File: config.mk
export PLATFORM = sky130hd
export DESIGN_NAME = hazard_control
export DESIGN_NICKNAME = d
export VERILOG_FILES = /design/src/rtl/hazard_control.sv
export SDC_FILE = /design/constraint.sdc
export NUM_CORES = 1
export LEC_CHECK = 0
export BUFFER_PORTS_ARGS = -buffer_cell sky130_fd_sc_hd__buf_2
export CORE_AREA = 3 3 40 42
export CTS_CLUSTER_DIAMETER = 30
export DETAILED_ROUTE_END_ITERATION = 10
export DIE_AREA = 0 0 43 45
export MAX_ROUTING_LAYER = met4
export PLACE_DENSITY_LB_ADDON = 0.05
export SETUP_SLACK_MARGIN = 0.2
export SYNTH_ARGS = -nofsm -noshare
export SYNTH_HDL_FRONTEND = slang
export SYNTH_SLANG_ARGS = --single-unit
export TNS_END_PERCENT = 100
File: constraint.sdc
create_clock -name clock -period 2.9 [get_ports clock]
set_input_delay 0.58 -clock clock [delete_from_list [all_inputs] [get_ports clock]]
set_output_delay 0.58 -clock clock [all_outputs]
set_load 0.02 [all_outputs]
File: src/rtl/hazard_control.sv
// Pipeline hazard controller: load-use stalls, branch flushes, memory waits and multi-cycle EX freezes.
// Optional macro HAZARD_STATS_EN adds the 16-bit saturating stallCycles counter output.
module hazard_control #(
   parameter int MULTI_CYCLES = 4
) (
   input  logic        clock,
   input  logic        reset,
   input  logic [4:0]  idRs,
   input  logic [4:0]  idRt,
   input  logic [4:0]  exRt,
   input  logic        exMemRead,
   input  logic        exBranchTaken,
   input  logic        exMultiStart,
   input  logic        memBusy,
   output logic        pcNotEnable,
   output logic        ifIdNotEnable,
   output logic        idExNotEnable,
   output logic        ifIdClear,
   output logic        idExClear,
   output logic        exMemClear
`ifdef HAZARD_STATS_EN
   ,
   output logic [15:0] stallCycles
`endif
);

   typedef enum logic [1:0] {
      RUN        = 2'd0,
      MEM_WAIT   = 2'd1,
      MULTI_WAIT = 2'd2
   } state_t;

   // Output vector order: pcNE, ifIdNE, idExNE, ifIdClr, idExClr, exMemClr
   localparam logic [5:0] OUT_IDLE   = 6'b000000;
   localparam logic [5:0] OUT_FREEZE = 6'b111000;
   localparam logic [5:0] OUT_MULTI  = 6'b111001;
   localparam logic [5:0] OUT_BRANCH = 6'b000110;
   localparam logic [5:0] OUT_LDUSE  = 6'b110010;
   localparam logic [3:0] CNT_LOAD   = 4'(MULTI_CYCLES - 1);

   state_t     state_r;
   state_t     state_next_s;
   logic [3:0] cnt_r;
   logic [3:0] cnt_next_s;
   logic [5:0] outs_s;
   logic [5:0] run_outs_s;
   state_t     run_next_s;
   logic       run_load_s;
   logic       run_multi_s;
   logic       load_use_s;

   function automatic logic load_use_f(
      input logic       mem_read,
      input logic [4:0] ex_rt,
      input logic [4:0] id_rs,
      input logic [4:0] id_rt
   );
      return mem_read && (ex_rt != 5'd0) && ((ex_rt == id_rs) || (ex_rt == id_rt));
   endfunction

   assign load_use_s = load_use_f(exMemRead, exRt, idRs, idRt);

   // Shared RUN priority chain; multi-start is masked on the MULTI_WAIT release cycle
   always_comb begin
      run_outs_s  = OUT_IDLE;
      run_next_s  = RUN;
      run_load_s  = 1'b0;
      run_multi_s = exMultiStart && (state_r != MULTI_WAIT);
      if (memBusy) begin
         run_outs_s = OUT_FREEZE;
         run_next_s = MEM_WAIT;
      end else if (run_multi_s) begin
         run_outs_s = OUT_MULTI;
         run_next_s = MULTI_WAIT;
         run_load_s = 1'b1;
      end else if (exBranchTaken) begin
         run_outs_s = OUT_BRANCH;
      end else if (load_use_s) begin
         run_outs_s = OUT_LDUSE;
      end else begin
         run_outs_s = OUT_IDLE;
      end
   end

   // Next-state, counter and output selection
   always_comb begin
      outs_s       = OUT_IDLE;
      state_next_s = state_r;
      cnt_next_s   = cnt_r;
      if (reset) begin
         outs_s       = OUT_IDLE;
         state_next_s = RUN;
         cnt_next_s   = 4'd0;
      end else begin
         case (state_r)
            RUN, MEM_WAIT: begin
               // MEM_WAIT with memBusy low is identical to RUN; with memBusy high RUN re-freezes anyway
               outs_s       = run_outs_s;
               state_next_s = run_next_s;
               if (run_load_s) begin
                  cnt_next_s = CNT_LOAD;
               end else begin
                  cnt_next_s = cnt_r;
               end
            end
            MULTI_WAIT: begin
               if (cnt_r != 4'd1) begin
                  outs_s       = OUT_MULTI;
                  state_next_s = MULTI_WAIT;
                  cnt_next_s   = cnt_r - 4'd1;
               end else begin
                  outs_s       = run_outs_s;
                  state_next_s = run_next_s;
                  cnt_next_s   = 4'd0;
               end
            end
            default: begin
               outs_s       = OUT_IDLE;
               state_next_s = RUN;
               cnt_next_s   = 4'd0;
            end
         endcase
      end
   end

   // State and counter registers
   always_ff @(posedge clock) begin
      if (reset) begin
         state_r <= RUN;
         cnt_r   <= 4'd0;
      end else begin
         state_r <= state_next_s;
         cnt_r   <= cnt_next_s;
      end
   end

   assign {pcNotEnable, ifIdNotEnable, idExNotEnable, ifIdClear, idExClear, exMemClear} = outs_s;

`ifdef HAZARD_STATS_EN
   logic [15:0] stall_cnt_r;

   // Saturating count of PC-hold cycles
   always_ff @(posedge clock) begin
      if (reset) begin
         stall_cnt_r <= 16'd0;
      end else if (pcNotEnable && (stall_cnt_r != 16'hFFFF)) begin
         stall_cnt_r <= stall_cnt_r + 16'd1;
      end else begin
         stall_cnt_r <= stall_cnt_r;
      end
   end

   assign stallCycles = stall_cnt_r;
`endif

endmodule

==> flow_metrics.py <==
metrics = {
    "run_status": {
        "status": "finished, final reports clean",
    },
    "clock_network": {
        "clk_pin_slew_ns": 0.04,
        "cts_htree_levels": 1,
        "cts_buffer_depth": 2,
        "clock-root-buffer": "clkbuf_4",
        "clk_latency_ns": 0.24,
        "cts_setup_buffers": 0,
        "cts_resized": 0,
        "cts_inserted_buffers": 3,
        "tritoncts": "yes",
        "numClockSinks": 6,
        "cts_hold_buf": 0,
    },
    "grt": {
        "grt_pass1_vias": 516,
        "track_usage": 0.144,
        "grt_overflow": 0,
        "grt_pass1_wl_mm": 2.06,
        "antenna_found_initial": 0,
        "grt_max_degree": 13,
    },
    "flow_run": {
        "cap_viol_max_count": 0,
    },
    "setup_path": {
        "crit_type": "register to output pin",
        "worstSetupEndpointType": "output pin",
        "required_ns": 2.32,
        "cp_slowest_cell": "dfxtp_1",
        "crit_fanout": 3,
        "cpPeakStageDelay_ns": 0.34,
        "ff2ff_setup_slack_ns": 1.42,
        "r2r-end": "cnt_r[3]",
        "worst-r2r-cell-count": 6,
        "r2r_start": "cnt_r[1]",
        "arrival_ns": 1.75,
        "crit_chain": "inv_1 > ha_1 > nor3b_2 > a21o_1 > a211oi_2 > o21bai_1 > buf_2",
        "start_kind": "register",
    },
    "sta": {
        "relSlewSlack": 0.756,
        "fin_crit_sh": 0.804,
        "rsz0062_at_grt": "false",
        "hold_viol_final": 0,
        "max_freq_mhz": 429,
        "final-max-slew-violation-count": 0,
        "finalSetupTns_ns": 0,
        "finalSetupViolations": 0,
        "period_minus_slack_ns": 2.33,
        "hold_slack_ns": 0.537,
        "worst_pin_slew_ns": 0.366,
        "fin_worst_skew_ns": 0.00131,
    },
    "placed_design": {
        "globalplace.congestion": 0.778,
        "place_area_um2": 679,
        "io_buffers": 26,
        "dp.cells": 107,
        "dp_hpwl_um": 992,
    },
    "floorplanning": {
        "start_util": 0.430,
        "die_w_um": 43,
        "rows": 13,
        "die_area_um2": 1940,
        "core_area_um2": 1280,
        "die_h_um": 45,
        "num_io_pins": 27,
    },
    "logic_synthesis": {
        "syn_nets": 92,
        "synth_seq_cells": 6,
        "syn_area_um2": 553,
        "yosysWarningCount": 0,
        "ys_seq_area_frac": 0.217,
        "synth_cell_types": 30,
        "synth_cells": 69,
        "yosysTopAreaCell": "dfxtp_1",
        "netlist.area_leader.share": 0.217,
        "avgSynthCellArea_um2": 8.01,
        "synth.area.top_cells": "dfxtp_1, xor2_1, nor2_1",
    },
    "power": {
        "cellPowerDensity_nw_per_um2": 368,
        "power_leakage_nw": 0.333,
        "ir_worst_vdd_mv": 0.111,
    },
    "final_layout": {
        "final_common_cell": "buf_2",
        "layout.area.seq_um2": 120,
        "drive_above_1_share": 0.389,
        "fillers": 135,
        "num-nets-final": 120,
        "final_cell_mix": "buf_2, xor2_1, nor2_1",
        "antenna_cells": 0,
        "final_cells": 110,
        "syn2layout_area_growth_pct": 26.9,
        "multi_input_area_um2": 388,
        "fin_area_um2": 702,
    },
    "hold_path": {
        "hold_path_depth": 2,
        "hold_path_end": "cnt_r[2]",
        "hp-class": "register to register",
        "min_from": "cnt_r[2]",
    },
    "route": {
        "drt_pre_antenna_iters": 2,
        "drt_iter0_drc": 3,
        "viasPerCell": 5.08,
        "drt-wirelength-per-cell_um": 10.6,
        "wirelength_mm": 1.17,
        "drc": 0,
        "postRouteAntennaNets": 0,
        "vias": 559,
    },
}
==> synthesized netlist by cell type (all sizes together) <==
master	instances
nor4	1
buf	3
nand2b	1
or2	1
o21bai	1
a21o	1
or4	1
a311oi	1
nor4b	2
nor3	6
ha	2
nand3b	1
inv	6
a22oi	1
nand2	1
a21oi	3
dfxtp	6
a2111o	1
a2bb2oi	1
a31o	1
nor2b	2
o31ai	1
a211oi	1
xor2	10
o21ai	4
nor2	9
nor3b	1
==> stage by stage <==
step	worst slack, ns	total power [mW]	util
after floorplan	0.479	0.157	-
final	0.567	0.258	0.546
after CTS	0.538	0.264	0.546
after detailed placement	0.577	0.187	0.529
after global routing	0.389	0.282	0.546
after global placement	0.610	0.186	0.529
==> worst max-delay path by stage <==
stage / slack (ns) / to / startpoint / depth (start not counted)
after global placement: 0.61 / pcNotEnable / exRt[1] / 6
after CTS: 0.54 / ifIdNotEnable / cnt_r[1] / 7
after global routing: 0.39 / ifIdNotEnable / cnt_r[1] / 7
after detailed placement: 0.58 / ifIdNotEnable / exRt[1] / 6
after floorplan: 0.48 / pcNotEnable / cnt_r[1] / 7
final: 0.57 / ifIdNotEnable / cnt_r[1] / 7
==> worst max-delay path, delay by kind of cell (launching register included) <==
| kind | cells | cell delay, ns |
|---|---|---|
| buffers and inverters | 2 | 0.25 |
| flip-flops | 1 | 0.34 |
| AND/OR/NAND/NOR | 1 | 0.17 |
| AO/OA/AOI/OAI | 3 | 0.57 |
| adder cells (fa/ha/maj) | 1 | 0.18 |
==> registers in the layout (all words and copies together), names as in the netlist <==
| signal | cells |
|---|---|
| cnt_r | 4 |
| state_r | 2 |
==> report_power, final <==
part           total [mW]  internal (mW)  switching (mW)  leakage, nW
clock network      0.0739         0.0466          0.0273       0.0138
registers          0.0984         0.0893         0.00915       0.0494
logic              0.0857         0.0410          0.0448        0.270
total               0.258          0.177          0.0812        0.333
==> layout make-up <==
class                      count  area share
inverter                       6      0.0321
tap                           15      0.0267
sequential                     6       0.171
clock buffer                   3      0.0321
timing repair buffer          26       0.185
multi-input combinational     54       0.553
==> cells by family (layout without fill, tap and decap cells) <==
| family | Yosys count | after routing | share of synthesized area |
|---|---|---|---|
| AOI/OAI and AO/OA | 16 | 16 | 0.217 |
| and+or+nand+nor | 26 | 26 | 0.281 |
| buffers and inverters | 9 | 35 | 0.0814 |
| DFF | 6 | 6 | 0.217 |
| xor gates and xnor gates | 10 | 10 | 0.158 |
| adders and majority gates | 2 | 2 | 0.0452 |
==> per-layer routing <==
layer,global-route usage,vias to the layer above,wire (µm),share of wire
met4,0.0723,0,0,0
met2,0.219,18,544,0.47
met1,0.177,245,566,0.48
met5,-,-,0,0
li1,-,296,-,-
met3,0.0359,0,58,0.050
(Power assumes the default switching activity.)
